--- config.mk ---
export PLATFORM = sky130hd
export DESIGN_NAME = uart_rx_fsm_flat
export DESIGN_NICKNAME = d
export VERILOG_FILES = /design/src/rtl/uart_rx_fsm_if.sv /design/src/rtl/uart_rx_fsm.sv /design/src/flat_wrapper.sv
export SDC_FILE = /design/constraint.sdc
export NUM_CORES = 1
export LEC_CHECK = 0
export CORE_ASPECT_RATIO = 0.6
export CORE_MARGIN = 1.5
export CORE_UTILIZATION = 35
export DETAILED_ROUTE_END_ITERATION = 10
export DONT_BUFFER_PORTS = 1
export HOLD_SLACK_MARGIN = 0.15
export MAX_ROUTING_LAYER = met4
export PLACE_DENSITY = 0.45
export SYNTH_ARGS = -nofsm -noshare
export SYNTH_HDL_FRONTEND = slang
export SYNTH_SLANG_ARGS = --single-unit
export TNS_END_PERCENT = 30
--- constraint.sdc ---
create_clock -name CLK -period 3.8 [get_ports CLK]
set_clock_uncertainty 0.05 [all_clocks]
set_input_delay 0.76 -clock CLK [delete_from_list [all_inputs] [get_ports CLK]]
set_output_delay 0.76 -clock CLK [all_outputs]
set_load 0.03 [all_outputs]
--- src/rtl/uart_rx_fsm_if.sv ---
`default_nettype none
// +------------------------------------------------------------------------+
// | Module : uart_rx_fsm_if                                                |
// | Desc   : RX line, checker results and FSM strobes for uart_rx_fsm;     |
// |          frame_err exists only when UART_RX_FRAME_ERR_EN is defined.   |
// | Rev    : 1.0                                                           |
// +------------------------------------------------------------------------+
interface uart_rx_fsm_if #(
  parameter int PRESCALE_W = 6
);
  logic                  RX_IN;
  logic [PRESCALE_W-1:0] Prescale;
  logic                  PAR_EN;
  logic                  strt_glitch;
  logic                  par_error;
  logic                  stop_error;
  logic [PRESCALE_W-1:0] edge_cnt;
  logic [3:0]            bit_cnt;
  logic                  data_samp_EN;
  logic                  deser_EN;
  logic                  strt_check_EN;
  logic                  par_check_EN;
  logic                  stop_check_EN;
  logic                  data_valid;

`ifdef UART_RX_FRAME_ERR_EN
  logic                  frame_err;

  modport master (
    output RX_IN, Prescale, PAR_EN, strt_glitch, par_error, stop_error,
    input  edge_cnt, bit_cnt, data_samp_EN, deser_EN, strt_check_EN,
           par_check_EN, stop_check_EN, data_valid, frame_err
  );
  modport slave (
    input  RX_IN, Prescale, PAR_EN, strt_glitch, par_error, stop_error,
    output edge_cnt, bit_cnt, data_samp_EN, deser_EN, strt_check_EN,
           par_check_EN, stop_check_EN, data_valid, frame_err
  );
`else
  modport master (
    output RX_IN, Prescale, PAR_EN, strt_glitch, par_error, stop_error,
    input  edge_cnt, bit_cnt, data_samp_EN, deser_EN, strt_check_EN,
           par_check_EN, stop_check_EN, data_valid
  );
  modport slave (
    input  RX_IN, Prescale, PAR_EN, strt_glitch, par_error, stop_error,
    output edge_cnt, bit_cnt, data_samp_EN, deser_EN, strt_check_EN,
           par_check_EN, stop_check_EN, data_valid
  );
`endif
endinterface
`default_nettype wire

--- src/rtl/uart_rx_fsm.sv ---
`default_nettype none
// +------------------------------------------------------------------------+
// | Module : uart_rx_fsm                                                   |
// | Desc   : UART receiver control FSM; UART_RX_FRAME_ERR_EN adds frame_err.|
// | Rev    : 1.0                                                           |
// +------------------------------------------------------------------------+
module uart_rx_fsm #(
  parameter int DATA_WIDTH = 8,
  parameter int PRESCALE_W = 6
) (
  input  logic          CLK,
  input  logic          Reset,
  uart_rx_fsm_if.slave  bus
);

  typedef enum logic [2:0] {
    IDLE   = 3'd0,
    START  = 3'd1,
    DATA   = 3'd2,
    PARITY = 3'd3,
    STOP   = 3'd4
  } state_t;

  localparam logic [3:0] C_LAST_DATA_BIT = 4'(DATA_WIDTH);

  state_t                r_state;
  state_t                w_next_state;
  logic [PRESCALE_W-1:0] r_edge_cnt;
  logic [3:0]            r_bit_cnt;
  logic                  par_en_q;
  logic                  err_q;

  logic [PRESCALE_W-1:0] w_chk;
  logic [PRESCALE_W-1:0] w_last;
  logic                  w_at_chk;
  logic                  w_at_chk1;
  logic                  w_at_wrap;
  logic                  w_deser_en;
  logic                  w_strt_chk_en;
  logic                  w_par_chk_en;
  logic                  w_stop_chk_en;
  logic                  w_data_valid;
`ifdef UART_RX_FRAME_ERR_EN
  logic                  w_frame_err;
`endif

  // CHK is the edge where the sampler's 3-sample majority around mid-bit is complete
  assign w_chk     = (bus.Prescale >> 1) + PRESCALE_W'(2);
  assign w_last    = bus.Prescale - PRESCALE_W'(1);
  assign w_at_chk  = (r_edge_cnt == w_chk);
  assign w_at_chk1 = (r_edge_cnt == (w_chk + PRESCALE_W'(1)));
  assign w_at_wrap = (r_edge_cnt == w_last);

  always_ff @(posedge CLK or negedge Reset) begin
    if (!Reset) begin
      r_state <= IDLE;
    end else begin
      r_state <= w_next_state;
    end
  end

  always_comb begin
    w_next_state  = r_state;
    w_deser_en    = 1'b0;
    w_strt_chk_en = 1'b0;
    w_par_chk_en  = 1'b0;
    w_stop_chk_en = 1'b0;
    w_data_valid  = 1'b0;
`ifdef UART_RX_FRAME_ERR_EN
    w_frame_err   = 1'b0;
`endif
    case (r_state)
      IDLE: begin
        if (!bus.RX_IN) w_next_state = START;
      end
      START: begin
        w_strt_chk_en = w_at_chk;
        if (w_at_chk1 && bus.strt_glitch) w_next_state = IDLE;
        else if (w_at_wrap)               w_next_state = DATA;
      end
      DATA: begin
        w_deser_en = w_at_chk;
        if (w_at_wrap && (r_bit_cnt == C_LAST_DATA_BIT))
          w_next_state = par_en_q ? PARITY : STOP;
      end
      PARITY: begin
        w_par_chk_en = w_at_chk;
        if (w_at_wrap) w_next_state = STOP;
      end
      STOP: begin
        w_stop_chk_en = w_at_chk;
        // Leave early so a start bit arriving right after mid-stop is not missed
        if (w_at_chk1) begin
          w_next_state = IDLE;
          w_data_valid = !bus.stop_error && !err_q;
`ifdef UART_RX_FRAME_ERR_EN
          w_frame_err  = bus.stop_error || err_q;
`endif
        end
      end
      default: w_next_state = IDLE;
    endcase
  end

  always_ff @(posedge CLK or negedge Reset) begin
    if (!Reset) begin
      r_edge_cnt <= '0;
      r_bit_cnt  <= '0;
    end else if ((r_state == IDLE) || (w_next_state == IDLE)) begin
      r_edge_cnt <= '0;
      r_bit_cnt  <= '0;
    end else if (w_at_wrap) begin
      r_edge_cnt <= '0;
      r_bit_cnt  <= r_bit_cnt + 4'd1;
    end else begin
      r_edge_cnt <= r_edge_cnt + PRESCALE_W'(1);
    end
  end

  always_ff @(posedge CLK or negedge Reset) begin
    if (!Reset) begin
      par_en_q <= 1'b0;
      err_q    <= 1'b0;
    end else begin
      if ((r_state == IDLE) && !bus.RX_IN) par_en_q <= bus.PAR_EN;
      if ((r_state == PARITY) && w_at_chk1)    err_q <= bus.par_error;
      else if ((r_state == STOP) && w_at_chk1) err_q <= 1'b0;
    end
  end

  assign bus.edge_cnt      = r_edge_cnt;
  assign bus.bit_cnt       = r_bit_cnt;
  assign bus.data_samp_EN  = (r_state != IDLE);
  assign bus.deser_EN      = w_deser_en;
  assign bus.strt_check_EN = w_strt_chk_en;
  assign bus.par_check_EN  = w_par_chk_en;
  assign bus.stop_check_EN = w_stop_chk_en;
  assign bus.data_valid    = w_data_valid;
`ifdef UART_RX_FRAME_ERR_EN
  assign bus.frame_err     = w_frame_err;
`endif

endmodule
`default_nettype wire

--- src/flat_wrapper.sv ---
// flat-port wrapper written by rule: the top's interface ports become plain ports
module uart_rx_fsm_flat 
#(
  parameter int DATA_WIDTH = 8,
  parameter int PRESCALE_W = 6
)
  (CLK, Reset, bus_RX_IN, bus_Prescale, bus_PAR_EN, bus_strt_glitch, bus_par_error, bus_stop_error, bus_edge_cnt, bus_bit_cnt, bus_data_samp_EN, bus_deser_EN, bus_strt_check_EN, bus_par_check_EN, bus_stop_check_EN, bus_data_valid);
  uart_rx_fsm_if #(.PRESCALE_W(PRESCALE_W)) bus_i ();
  input  logic CLK;
  input  logic Reset;
  input wire logic [$bits(bus_i.RX_IN)-1:0] bus_RX_IN;
  input wire logic [$bits(bus_i.Prescale)-1:0] bus_Prescale;
  input wire logic [$bits(bus_i.PAR_EN)-1:0] bus_PAR_EN;
  input wire logic [$bits(bus_i.strt_glitch)-1:0] bus_strt_glitch;
  input wire logic [$bits(bus_i.par_error)-1:0] bus_par_error;
  input wire logic [$bits(bus_i.stop_error)-1:0] bus_stop_error;
  output wire logic [$bits(bus_i.edge_cnt)-1:0] bus_edge_cnt;
  output wire logic [$bits(bus_i.bit_cnt)-1:0] bus_bit_cnt;
  output wire logic [$bits(bus_i.data_samp_EN)-1:0] bus_data_samp_EN;
  output wire logic [$bits(bus_i.deser_EN)-1:0] bus_deser_EN;
  output wire logic [$bits(bus_i.strt_check_EN)-1:0] bus_strt_check_EN;
  output wire logic [$bits(bus_i.par_check_EN)-1:0] bus_par_check_EN;
  output wire logic [$bits(bus_i.stop_check_EN)-1:0] bus_stop_check_EN;
  output wire logic [$bits(bus_i.data_valid)-1:0] bus_data_valid;
  assign bus_i.RX_IN = bus_RX_IN;
  assign bus_i.Prescale = bus_Prescale;
  assign bus_i.PAR_EN = bus_PAR_EN;
  assign bus_i.strt_glitch = bus_strt_glitch;
  assign bus_i.par_error = bus_par_error;
  assign bus_i.stop_error = bus_stop_error;
  assign bus_edge_cnt = bus_i.edge_cnt;
  assign bus_bit_cnt = bus_i.bit_cnt;
  assign bus_data_samp_EN = bus_i.data_samp_EN;
  assign bus_deser_EN = bus_i.deser_EN;
  assign bus_strt_check_EN = bus_i.strt_check_EN;
  assign bus_par_check_EN = bus_i.par_check_EN;
  assign bus_stop_check_EN = bus_i.stop_check_EN;
  assign bus_data_valid = bus_i.data_valid;
  uart_rx_fsm #(.DATA_WIDTH(DATA_WIDTH), .PRESCALE_W(PRESCALE_W)) u_core (.CLK(CLK), .Reset(Reset), .bus(bus_i));
endmodule
---- Word level (Yosys, flattened, before mapping) ----
Cells that the tools add are included.
storage, ports and cells
  register bits after elaboration ......... 15
  input port bits ......................... 13
  word-level logic and storage cells ...... 53
cells by class
  add/subtract/negate cells ............... 5
  equality and inequality tests ........... 8
  multiplexer cells ....................... 20
  reductions and logical operators ........ 15
operators by type and width
  operator                                             number
  two-way mux 3 bit                                    7
  equality test 6 bit                                  3
  one-hot mux 3 bit (5 select lines)                   1
  adder 6 x 1 -> 6 bit, second input constant          2
  two-way mux 6 bit                                    2
  two-way mux 1 bit                                    8
  two-way mux 4 bit                                    2
  adder 5 x 2 -> 6 bit, second input constant          1
  equality test 3 x 2 -> 1 bit, second input constant  2
  logical AND 1 bit                                    6
  zero test 3 bit                                      2
  subtractor 6 x 1 -> 6 bit, second input constant     1
  adder 4 x 1 -> 4 bit, second input constant          1
  equality test 4 bit, second input constant           1
  nonzero test 2 bit                                   2
  equality test 3 x 1 -> 1 bit, second input constant  1
  equality test 3 bit, second input constant           1
  zero test 1 bit                                      3
  nonzero test 3 bit                                   1
  logical OR 1 bit                                     1

---- Longest topological paths before layout ----
Gate-level depths: netlist of run 1.
  word-level depth ........................ 9
  mapped depth ............................ 9
  depth with buffers taken out ............ 8

---- Worst setup path after synthesis of run 1 ----
OpenSTA, ideal clock, no wires.
  path type ............................... input port to output port
  from .................................... input bus_Prescale[2]
  to ...................................... output bus_data_valid
  arrival ................................. 2829 ps
  path slack .............................. 161 ps
  cell stages on the path ................. 7
  cells stage by stage .................... inv_1 ha_1 xor2_1 xnor2_1 o2111a_1 o211ai_2 nor4_1
between the ends
  longest elaborated chain between the ends .. 5
ends and longest elaborated chain
  what                  line                RTL
  start, declared       flat_wrapper.sv:12  input wire logic [$bits(bus_i.Prescale)-1:0] bus_Prescale;
  adder 5 x 2 -> 6 bit  uart_rx_fsm.sv:48   assign w_chk = (bus.Prescale >> 1) + PRESCALE_W'(2);
  adder 6 x 1 -> 6 bit  uart_rx_fsm.sv:51   assign w_at_chk1 = (r_edge_cnt == (w_chk + PRESCALE_W'(1)));
  equality test 6 bit   uart_rx_fsm.sv:51
  two-way mux 1 bit     uart_rx_fsm.sv:93   if (w_at_chk1) begin
  two-way mux 1 bit     uart_rx_fsm.sv:72   case (r_state)
  end, declared         flat_wrapper.sv:24  output wire logic [$bits(bus_i.data_valid)-1:0] bus_data_valid;
Every way passes these cells.

---- Worst setup path after layout of run 1 ----
Same ends and word-level chain as after synthesis.

==> load_flow_metrics.sql, run 1 <==
INSERT INTO impl_metrics (metric_group, metric, value, unit) VALUES
('die', 'design.portCount', '29', ''),
('pwr', 'cell_internal_pwr', '493', 'uW'),
('timing', 'report.final.hold_viol_count', '0', ''),
('layout', 'finish.net_count', '170', ''),
('yosys', 'proportion_of_synthesized_flip_flops_having_asynchronous_set_or_reset', '100', '%'),
('cts', 'cts_buffer_count', '3', ''),
('timing', 'grt_setup_unrepaired', 'no', ''),
('detailed_routing', 'routed-wl-met2', '1330', 'um'),
('detailed_routing', 'number_of_optimization_iterations_in_the_first_detailed_route_pass', '4', ''),
('cts', 'buffer_count_from_post_cts_setup_fixing', '0', ''),
('pwr', 'netSwitchingPower', '457', 'uW'),
('pwr', 'share_seq_of_total_power', '34.1', '%'),
('timing', 'maxClockFrequency', '0.307', 'GHz'),
('detailed_routing', 'routed_wl', '3220', 'um'),
('detailed_routing', 'antenna_violating_nets_remaining', '0', ''),
('die', 'core_area', '3660', 'sq um'),
('critical_path', 'cpLargestDelayFamily', 'compound AO/OA/AOI/OAI gates', ''),
('layout', 'fill_cells', '386', ''),
('detailed_routing', 'vias', '1060', ''),
('critical_path', 'critPathSlowestCell', 'ha_1', ''),
('pwr', 'netSwitchingFraction', '48.1', '%'),
('timing', 'finalCriticalPeriod', '3.26', 'ns'),
('critical_path', 'endpoint_type_of_the_worst_setup_path', 'primary output', ''),
('timing', 'layout_worst_path_cycle_share', '85.7', '%'),
('layout', 'most-common-layout-cells', '15 x dfrtp_1, 12 x xnor2_1, 10 x xor2_1, 10 x nor2_1, 10 x ha_1', ''),
('yosys', 'mappedNetlistArea', '1330', 'sq um'),
('layout', 'insertedDiodeCount', '0', ''),
('critical_path', 'worst_setup_path_start_kind', 'input pin', ''),
('global_route', 'first_global_vias', '1025', ''),
('detailed_routing', 'drt-wirelength-per-cell', '16.7', 'um'),
('pwr', 'combinationalPowerShare', '51.8', '%'),
('cts', 'cts-root-buf', 'clkbuf_8', ''),
('detailed_routing', 'route.layer.met1.wl', '1650', 'um'),
('pwr', 'pwr-share-clk', '14.0', '%'),
('placed_design', 'placement.io_buffers', '0', ''),
('global_route', 'grt_antenna_before_repair', '0', ''),
('die', 'placement_rows', '17', ''),
('timing', 'setup_viol_count_final', '0', ''),
('critical_path', 'crit_fanout', '6', ''),
('run_status', 'run_status', 'completed', ''),
('pwr', 'pd_cells', '651', 'nW/um^2'),
('layout', 'area_growth', '9.29', '%'),
('die', 'fp.dieArea', '4200', 'sq um'),
('yosys', 'sequential_cell_area_fraction_in_the_yosys_report', '28.1', '%'),
('timing', 'worst_slew_margin_rel', '51.8', '%'),
('yosys', 'synth_enable_flop_cells', '0', ''),
('timing', 'max_slew.worst_pin.slew', '0.721', 'ns'),
('critical_path', 'path_buf_inv', '2', ''),
('detailed_routing', 'detailedRoute.firstIterationViolations', '49', ''),
('cts', 'cts_buffer_depth', '2', ''),
('global_route', 'gr-usage-all-layers', '17.5', '%'),
('placed_design', 'routabilityCongestion', '0.857', ''),
('detailed_routing', 'top_signal_layer_used', 'met3', ''),
('yosys', 'postSynthAreaPerCell', '9.46', 'sq um'),
('pwr', 'cellLeakagePower', '0.000603', 'uW'),
('yosys', 'synthCells', '141', ''),
('die', 'die_w', '82.7', 'um'),
('layout', 'final_common_cell', 'dfrtp_1', ''),
('cts', 'worst_skew_pair.late_latency', '0.25', 'ns'),
('cts', 'cts_repair_resize_count', '0', ''),
('hold_path', 'min-delay-path-class', 'reg2reg', ''),
('job', 'cap_viol_max_count', '0', ''),
('yosys', 'synth-warning-count', '0', ''),
('timing', 'fin_setup_tns', '0', 'ns'),
('timing', 'slew_violations', '0', ''),
('critical_path', 'criticalPathCategory', 'in2out', ''),
('critical_path', 'critPathRequiredTime', '2.99', 'ns'),
('critical_path', 'cp_data_arrival_time', '2.45', 'ns'),
('critical_path', 'crit_path_max_incr_delay', '0.34', 'ns'),
('global_route', 'pin_count_of_the_biggest_net_entering_global_routing', '16', ''),
('cts', 'cts-htree-levels', '1', '');
## cell usage after synthesis, types with 2 or more instances
| cell type | number | area (sq um) |
|---|---|---|
| nand4b_1 | 2 | 17.5 |
| ha_1 | 10 | 125 |
| nor2b_1 | 3 | 18.8 |
| nor3b_1 | 2 | 15.0 |
| nor3_1 | 9 | 45.0 |
| nand3_1 | 6 | 30.0 |
| nor4_1 | 3 | 18.8 |
| dfrtp_1 | 15 | 375 |
| and3_1 | 2 | 12.5 |
| o211ai_1 | 3 | 22.5 |
| buf_6 | 2 | 22.5 |
| a21oi_1 | 3 | 15.0 |
| xnor2_1 | 12 | 105 |
| clkbuf_1 | 3 | 11.3 |
| nand2_1 | 7 | 26.3 |
| inv_1 | 7 | 26.3 |
| xor2_1 | 10 | 87.6 |
| nand3b_1 | 2 | 15.0 |
| a211oi_1 | 2 | 15.0 |
| nor2_1 | 10 | 37.5 |
| nand2b_1 | 4 | 25.0 |
## worst paths after layout
| kind | start | endpoint | slack, ns | depth (start not counted) |
|---|---|---|---|---|
| worst max-delay path | bus_Prescale[2] | bus_data_valid | 0.54 | 8 |
| worst min-delay path | u_core.par_en_q | u_core.par_en_q | 0.50 | 1 |
| worst max register to register | u_core.bus.edge_cnt[4] | u_core.bus.bit_cnt[1] | 1.42 | 7 |
| worst min register to register | u_core.par_en_q | u_core.par_en_q | 0.50 | 1 |
| max in group asynchronous | Reset | u_core.par_en_q | 2.29 | 1 |
| min in group asynchronous | Reset | u_core.bus.bit_cnt[2] | 0.95 | 1 |
## cells by family (layout without fill, tap and decap cells)
family | after synthesis | in the layout | synth area share, %
flip-flops | 15 | 15 | 28.1
multiplexers | 2 | 2 | 1.59
adder cells (fa/ha/maj) | 10 | 10 | 9.38
AND/OR/NAND/NOR | 52 | 52 | 20.5
buffers and inverters | 14 | 19 | 5.25
AO/OA/AOI/OAI | 24 | 24 | 17.7
XOR/XNOR | 24 | 24 | 17.4
## final cells by class
class	count	area (sq um)	share of cell area, %
Inverter	7	26.3	1.80
Clock inverter	1	5.00	0.343
Sequential cell	15	375	25.8
Timing Repair Buffer	8	62.6	4.29
Multi-Input combinational cell	112	888	60.9
Tap cell	47	58.8	4.03
Clock buffer	3	41.3	2.83
## layer usage
metal | up-vias | track usage [%]
met1 | 517 | 25.7
met3 | 0 | 6.61
met4 | 0 | 2.22
li1 | 514 | -
met2 | 29 | 23.2
met5 | - | -
## metrics by stage
stage	total power, uW	area [sq um]	hold slack, ns	cells	worst slack (ns)
2_1_floorplan	700	1330	0.414	141	0.161
3_3_place_gp	799	1400	0.415	188	0.611
3_5_place_dp	811	1400	0.415	188	0.553
4_1_cts	949	1460	0.501	193	0.555
5_1_grt	1010	1460	0.512	193	0.369
6_report	949	1460	0.498	193	0.544
## timing repair
item                                   4_1_cts  5_1_grt
endpoints found under the hold margin       15        0
setup endpoints to repair                    0        0
hold buffers                                 1        0
## sequential cells by signal (all words and copies together) (netlist names)
name / flops
u_core.err_q: 1
u_core.bus.edge_cnt: 6
u_core.par_en_q: 1
u_core.bus.bit_cnt: 4
u_core.r_state: 3
## power groups by stage
stage          Clock [uW]  Combinational [uW]  Sequential, uW
3_5_place_dp            0                 486             325
6_report              133                 492             324
4_1_cts               135                 491             323
5_1_grt               144                 539             331
3_3_place_gp            0                 478             321
2_1_floorplan           0                 368             332
Power figures use the tool's default switching activity.
==> run 2, diff against run 1 <==
ABC_AREA = 1   (was unset)
CORE_UTILIZATION = 40   (was 35)
PLACE_DENSITY = 0.5   (was 0.45)
clock period = 4 ns   (was 3.8 ns; I/O delays follow)
==> run 2 against run 1 <==
  * Combinational power fell by 34%
  * Global-route usage up 4.3 points
  * Critical path depth increased by 1
  * First-iteration DRC count rose by 16%
  * Worst hold slack lost 0.31 ns
  * Sequential cell count stayed put
  * Final cell count rose by 44%
  * Sequential power is 26% lower
  * Clock-buffer cell count stayed put
  * Largest power group unchanged
  * Highest routed layer unchanged
==> load_flow_metrics.sql, run 2 <==
INSERT INTO impl_metrics (metric_group, metric, value, unit) VALUES
('run_status', 'run_status', 'completed', ''),
('yosys', 'synth.top_cell.area_share', '24.8', '%'),
('cts', 'cts_buffer_count', '3', ''),
('timing', 'grt_setup_unrepaired', 'no', ''),
('yosys', 'synthFlopType', 'dfrtp_1', ''),
('critical_path', 'crit_path_max_incr_delay', '0.30', 'ns'),
('yosys', 'synth.area.top_cells', 'dfrtp_1 25%, nand2_1 15%, ha_1 8.3%', ''),
('cts', 'worst_skew_pair.late_latency', '0.25', 'ns'),
('detailed_routing', 'vias', '1431', ''),
('placed_design', 'dpl_cell_area', '1560', 'sq um'),
('pwr', 'max-vdd-ir-drop', '236', 'uV'),
('timing', 'finalCriticalPeriod', '3.23', 'ns'),
('yosys', 'synth_fp_nets', '250', ''),
('detailed_routing', 'routed_wl', '3860', 'um'),
('cts', 'holdBufCountCts', '0', ''),
('yosys', 'proportion_of_synthesized_flip_flops_having_asynchronous_set_or_reset', '100', '%'),
('cts', 'cts-root-buf', 'clkbuf_8', ''),
('timing', 'layout_worst_path_cycle_share', '80.7', '%'),
('yosys', 'yosys.area.top_type', 'dfrtp_1', ''),
('job', 'cap_viol_max_count', '0', ''),
('yosys', 'post_synth_and_or_nand_nor_area_fraction', '48.8', '%'),
('layout', 'largest_reg_flops', '6', ''),
('detailed_routing', 'drt-wirelength-per-cell', '13.9', 'um'),
('yosys', 'postSynthAreaPerCell', '6.67', 'sq um'),
('cts', 'cts_buffer_depth', '2', ''),
('critical_path', 'critPathRequiredTime', '3.15', 'ns'),
('yosys', 'synth_commonest_cells', '61 x nand2_1, 30 x inv_1, 24 x nand3_1', ''),
('die', 'placement_rows', '17', ''),
('yosys', 'ys_ff_latch', '15', ''),
('placed_design', 'routabilityCongestion', '0.866', ''),
('yosys', 'synthAdderAreaFrac', '8.26', '%'),
('yosys', 'synth_top_family_by_area', 'simple AND/OR/NAND/NOR gates', ''),
('yosys', 'synth_xor_xnor_area_share', '5.21', '%'),
('timing', 'fin_setup_tns', '0', 'ns'),
('timing', 'worst_slew_margin_rel', '61.0', '%'),
('yosys', 'post-synth-top-count-cell', 'nand2_1', ''),
('timing', 'setup_viol_count_final', '0', ''),
('critical_path', 'criticalPathCategory', 'in2out', ''),
('die', 'initial_utilization', '41.6', '%'),
('die', 'die_w', '82.4', 'um'),
('yosys', 'sequential_cell_area_fraction_in_the_yosys_report', '24.8', '%'),
('die', 'design.portCount', '29', ''),
('critical_path', 'reg2reg_slack', '1.58', 'ns'),
('global_route', 'global_route_wire_length_before_repair', '6630', 'um'),
('yosys', 'synth_enable_flop_cells', '0', ''),
('layout', 'insertedDiodeCount', '0', ''),
('layout', 'most-common-layout-cells', '61 x nand2_1, 30 x inv_1, 24 x nand3_1', ''),
('timing', 'max_slew.worst_pin.slew', '0.585', 'ns'),
('layout', 'final_common_cell', 'nand2_1', ''),
('global_route', 'grt_antenna_before_repair', '0', ''),
('critical_path', 'timing.critical_path.cells', 'inv_1 -> ha_1 -> or2_1 -> nand3b_1 -> nand3_1 -> nor2_4 -> nand3_4 -> nor4_1 -> buf_4', ''),
('cts', 'clock_sink_count', '15', ''),
('die', 'core_area', '3640', 'sq um'),
('layout', 'finalInstanceArea', '1600', 'sq um'),
('timing', 'report.final.hold_viol_count', '0', ''),
('cts', 'cts_repair_resize_count', '0', ''),
('layout', 'layout.area.seq', '375', 'sq um'),
('cts', 'clock_transition_at_path_regs', '0.06', 'ns'),
('layout', 'finish.net_count', '254', ''),
('placed_design', 'placement.io_buffers', '0', ''),
('layout', 'area_growth', '5.95', '%'),
('layout', 'layout-drive-gt1-share', '16.5', '%'),
('layout', 'fill_cells', '388', ''),
('die', 'die_height', '50.7', 'um'),
('global_route', 'pin_count_of_the_biggest_net_entering_global_routing', '16', ''),
('pwr', 'cellLeakagePower', '0.000786', 'uW'),
('critical_path', 'worst_setup_path_start_kind', 'input pin', ''),
('yosys', 'synthCells', '227', ''),
('yosys', 'netlist-cell-type-count', '27', ''),
('die', 'fp.dieArea', '4180', 'sq um'),
('cts', 'tritoncts', 'built', ''),
('cts', 'buffer_count_from_post_cts_setup_fixing', '0', ''),
('timing', 'maxClockFrequency', '0.310', 'GHz'),
('yosys', 'synth-warning-count', '0', ''),
('pwr', 'pd_cells', '431', 'nW/um^2'),
('detailed_routing', 'antenna_violating_nets_remaining', '0', ''),
('yosys', 'synth.area.mux_share', '0', '%'),
('global_route', 'grt_overflow', '0', ''),
('detailed_routing', 'number_of_optimization_iterations_in_the_first_detailed_route_pass', '4', ''),
('yosys', 'synth-compound-area-share', '2.89', '%'),
('layout', 'multiInputGateArea', '987', 'sq um'),
('critical_path', 'endpoint_type_of_the_worst_setup_path', 'primary output', ''),
('global_route', 'gr-usage-all-layers', '21.8', '%'),
('placed_design', 'detailed_place_hpwl', '3060', 'um'),
('timing', 'slew_violations', '0', ''),
('detailed_routing', 'detail_route.drc_violations', '0', ''),
('critical_path', 'cp_data_arrival_time', '2.38', 'ns'),
('critical_path', 'critPathSlowestCell', 'ha_1', ''),
('detailed_routing', 'detailedRoute.firstIterationViolations', '57', ''),
('cts', 'cts-htree-levels', '1', ''),
('detailed_routing', 'route.detailed.vias_per_inst', '5.17', ''),
('critical_path', 'crit_fanout', '6', ''),
('global_route', 'first_global_vias', '1339', ''),
('hold_path', 'min-delay-path-class', 'in2async', ''),
('yosys', 'mappedNetlistArea', '1510', 'sq um');
-- run 2: cell types whose count changed after synthesis, moves of 4 or more --
cell,previous run,this run
o21ai_0,1,5
nand4_1,1,8
nor2_1,10,17
nand2_2,0,7
nand2_1,7,61
xnor2_1,12,4
inv_1,7,30
nor2_2,0,17
nand2b_1,4,0
nand3_1,6,24
xor2_1,10,5
nor3_1,9,3
-- run 2: critical path, delay by kind of cell --
family        cells  cell delay (ns)
fa+ha+maj         1             0.30
buf+inv           2             0.37
simple gates      6             0.90
-- run 2: stage by stage --
| stage | hold slack, ns | total power, uW | cells | worst slack, ns | util [%] |
|---|---|---|---|---|---|
| after global placement | 0.455 | 565 | 273 | 0.847 | 42.8 |
| final | 0.191 | 692 | 277 | 0.771 | 44.1 |
| after floorplan | 0.454 | 507 | 227 | 0.397 | - |
| after CTS | 0.185 | 699 | 277 | 0.772 | 44.1 |
| after global routing | 0.172 | 753 | 277 | 0.645 | 44.1 |
| after detailed placement | 0.455 | 572 | 273 | 0.776 | 42.8 |
-- run 2: cell type report --
class / instances / area share (%)
multi-input combinational: 176 / 61.5
sequential: 15 / 23.4
inverter: 34 / 8.03
tap: 47 / 3.67
clock buffer: 3 / 2.57
timing repair buffer: 1 / 0.468
clock inverter: 1 / 0.312
-- run 2: per-layer routing --
metal  share of wire (%)  routed length [um]  track usage (%)  up-vias
met5                   0                   0                -        -
met4                   0                   0             2.54        0
met3                 6.6                 256             7.09        0
met2                  40                1560             29.3       38
met1                  53                2050             32.3      668
li1                    -                   -                -      725
-- run 2: worst paths after layout --
kind                                   startpoint               endpoint  cells past startpoint
min in group CLK                     u_core.err_q           u_core.err_q                      2
min                                         Reset      u_core.r_state[2]                      0
min reg2reg                          u_core.err_q           u_core.err_q                      2
max in group asynchronous                   Reset        u_core.par_en_q                      0
max                               bus_Prescale[2]         bus_data_valid                      9
max reg2reg                u_core.bus.edge_cnt[4]  u_core.bus.bit_cnt[1]                     12
-- run 2: report_power, final --
part | leakage (uW) | internal [uW] | total [uW] | switching [uW]
clock | 0.0000255 | 69.0 | 124 | 55.0
combinational | 0.000559 | 101 | 327 | 226
sequential | 0.000202 | 183 | 241 | 58.5
-- run 2: logic make-up (layout without fill, tap and decap cells) --
logic type      Yosys count  count (layout)
flops                    15              15
buf+inv                  36              39
xor+xnor                  9               9
simple gates            149             149
fa+ha+maj                10              10
compound gates            8               8
==> run 3, diff against run 2 <==
PLACE_DENSITY = 0.52   (was 0.5)
clock period = 2.8 ns   (was 4 ns; I/O delays follow)
==> run 3 against run 2 <==
  * Utilization rose by 2.1 points
  * Design area rose by 4.8%
  * Worst setup slack got worse by 0.63 ns
  * Non-clock buffer count rose by 9
  * First-iteration DRC count rose by 61%
  * Critical path depth did not move
  * Highest routed layer is now met4
  * Critical path type unchanged
  * Sequential cell count did not move
  * Wire length fell by 1.1%
  * Sequential power rose by 25%
  * Via count rose by 2.0%
  * Largest power group unchanged
==> load_flow_metrics.sql, run 3 (synthesized netlist as in run 2, its figures left out) <==
INSERT INTO impl_metrics (metric_group, metric, value, unit) VALUES
('run_status', 'run_status', 'completed', ''),
('placed_design', 'numPlacedInstances', '281', ''),
('critical_path', 'capturing_instance_or_port_of_the_critical_path', 'bus_data_valid', ''),
('critical_path', 'cp_data_arrival_time', '2.05', 'ns'),
('critical_path', 'criticalPathCategory', 'in2out', ''),
('critical_path', 'crit_path_start', 'bus_Prescale[2]', ''),
('timing', 'layout_worst_path_cycle_share', '94.9', '%'),
('cts', 'clock_transition_at_path_regs', '0.06', 'ns'),
('layout', 'most-common-layout-cells', '61 x nand2_1, 30 x inv_1, 24 x nand3_1', ''),
('critical_path', 'critPathRequiredTime', '2.19', 'ns'),
('detailed_routing', 'number_of_optimization_iterations_in_the_first_detailed_route_pass', '5', ''),
('placed_design', 'detailed_place_hpwl', '3110', 'um'),
('critical_path', 'worst_setup_path_start_kind', 'input pin', ''),
('critical_path', 'endpoint_type_of_the_worst_setup_path', 'primary output', ''),
('detailed_routing', 'vias', '1459', ''),
('placed_design', 'routabilityCongestion', '0.871', ''),
('die', 'die_w', '82.4', 'um'),
('global_route', 'grt_antenna_before_repair', '0', ''),
('critical_path', 'timing.critical_path.cells', 'inv_1 -> ha_1 -> or2_1 -> nand3b_1 -> nand3_1 -> nor2_4 -> nand3_4 -> nor4_2 -> buf_4', ''),
('global_route', 'global_route_wire_length_before_repair', '6370', 'um'),
('critical_path', 'crit_fanout', '6', ''),
('global_route', 'first_global_vias', '1337', ''),
('detailed_routing', 'drt-wirelength-per-cell', '13.3', 'um'),
('critical_path', 'crit_path_max_incr_delay', '0.29', 'ns'),
('detailed_routing', 'detailedRoute.firstIterationViolations', '92', ''),
('cts', 'worst_skew_pair.late_latency', '0.26', 'ns'),
('die', 'core_area', '3640', 'sq um'),
('die', 'initial_utilization', '41.6', '%'),
('critical_path', 'critPathSlowestCell', 'ha_1', ''),
('detailed_routing', 'antenna_violating_nets_remaining', '0', ''),
('detailed_routing', 'routed_wl', '3820', 'um'),
('layout', 'final_common_cell', 'nand2_1', ''),
('layout', 'insertedDiodeCount', '0', ''),
('placed_design', 'pre_cts_ws', '0.151', 'ns'),
('cts', 'clock_sink_count', '15', ''),
('placed_design', 'placement.io_buffers', '0', ''),
('cts', 'cts-htree-levels', '1', ''),
('critical_path', 'cpLargestDelayFamily', 'simple AND/OR/NAND/NOR gates', ''),
('detailed_routing', 'route.detailed.vias_per_inst', '5.10', ''),
('cts', 'tritoncts', 'built', ''),
('cts', 'cts_buffer_depth', '2', ''),
('global_route', 'grt_overflow', '0', ''),
('critical_path', 'total_number_of_cells_along_the_worst_setup_path', '9', ''),
('pwr', 'cellLeakagePower', '0.000834', 'uW'),
('cts', 'cts_repair_resize_count', '0', ''),
('layout', 'layout-drive-gt1-share', '19.7', '%'),
('critical_path', 'reg2reg_slack', '0.34', 'ns'),
('critical_path', 'path_buf_inv', '2', ''),
('layout', 'largest_reg_flops', '6', ''),
('timing', 'worst_slew_margin_rel', '52.2', '%'),
('timing', 'grt_setup_unrepaired', 'no', ''),
('layout', 'fin_cells', '286', ''),
('layout', 'area_growth', '11.0', '%'),
('die', 'design.portCount', '29', ''),
('pwr', 'pd_cells', '610', 'nW/um^2'),
('timing', 'setup_viol_count_final', '0', ''),
('critical_path', 'regToRegEndpoint', 'u_core.bus.edge_cnt[5]', ''),
('timing', 'layout_setup_ws', '0.142', 'ns'),
('die', 'fp.dieArea', '4180', 'sq um'),
('timing', 'max_slew.worst_pin.slew', '0.715', 'ns'),
('timing', 'finalHoldWorstSlack', '0.375', 'ns'),
('critical_path', 'rr_worst_depth', '12', ''),
('timing', 'fin_setup_tns', '0', 'ns'),
('global_route', 'pin_count_of_the_biggest_net_entering_global_routing', '16', ''),
('global_route', 'gr-usage-all-layers', '20.9', '%'),
('cts', 'cts-root-buf', 'clkbuf_8', ''),
('job', 'cap_viol_max_count', '0', ''),
('detailed_routing', 'detail_route.drc_violations', '0', ''),
('timing', 'maxClockFrequency', '0.376', 'GHz'),
('critical_path', 'regToRegStartpoint', 'u_core.bus.edge_cnt[4]', ''),
('die', 'placement_rows', '17', ''),
('hold_path', 'min-delay-path-class', 'in2reg', ''),
('die', 'die_height', '50.7', 'um'),
('pwr', 'max-vdd-ir-drop', '313', 'uV'),
('timing', 'finalCriticalPeriod', '2.66', 'ns'),
('timing', 'report.final.hold_viol_count', '0', ''),
('layout', 'finish.net_count', '263', ''),
('timing', 'slew_violations', '0', ''),
('cts', 'cts_buffer_count', '3', '');
-- run 3: cell type report --
type / count / area, sq um
clock inverter: 1 / 5.00
clock buffer: 3 / 41.3
sequential: 15 / 375
tap: 47 / 58.8
inverter: 34 / 129
timing repair buffer: 10 / 77.6
fill: 381 / 1960
multi-input combinational: 176 / 993
-- run 3: per-stage QoR --
stage | util (%) | power, uW | cell area [sq um]
after floorplan | - | 726 | 1520
after global placement | 44.7 | 834 | 1620
final | 46.2 | 1030 | 1680
after global routing | 46.2 | 1110 | 1680
after CTS | 46.2 | 1040 | 1680
after detailed placement | 44.7 | 845 | 1620
-- run 3: timing repair --
item / CTS / global route
hold buffers: 1 / 0
buffers inserted: 0 / 0
hold endpoints to repair: 15 / 0
-- run 3: worst min-delay path by stage --
stage,from,to,cells past startpoint
after global routing,bus_par_error,u_core.err_q,2
after CTS,bus_par_error,u_core.err_q,2
after detailed placement,Reset,u_core.r_state[0],0
final,bus_par_error,u_core.err_q,2
after floorplan,Reset,u_core.bus.bit_cnt[0],0
after global placement,Reset,u_core.r_state[2],0
-- run 3: per-layer routing --
| layer | share of wire [%] | wire length [um] | GRT usage, % |
|---|---|---|---|
| met4 | 0.31 | 12 | 1.69 |
| met2 | 37 | 1430 | 27.2 |
| met1 | 54 | 2080 | 32.6 |
| met5 | 0 | 0 | - |
| met3 | 7.8 | 298 | 5.45 |
-- run 3: where the power goes --
| part | internal (uW) | switching (uW) |
|---|---|---|
| combinational | 164 | 374 |
| sequential | 262 | 39.7 |
| clock | 98.9 | 85.9 |
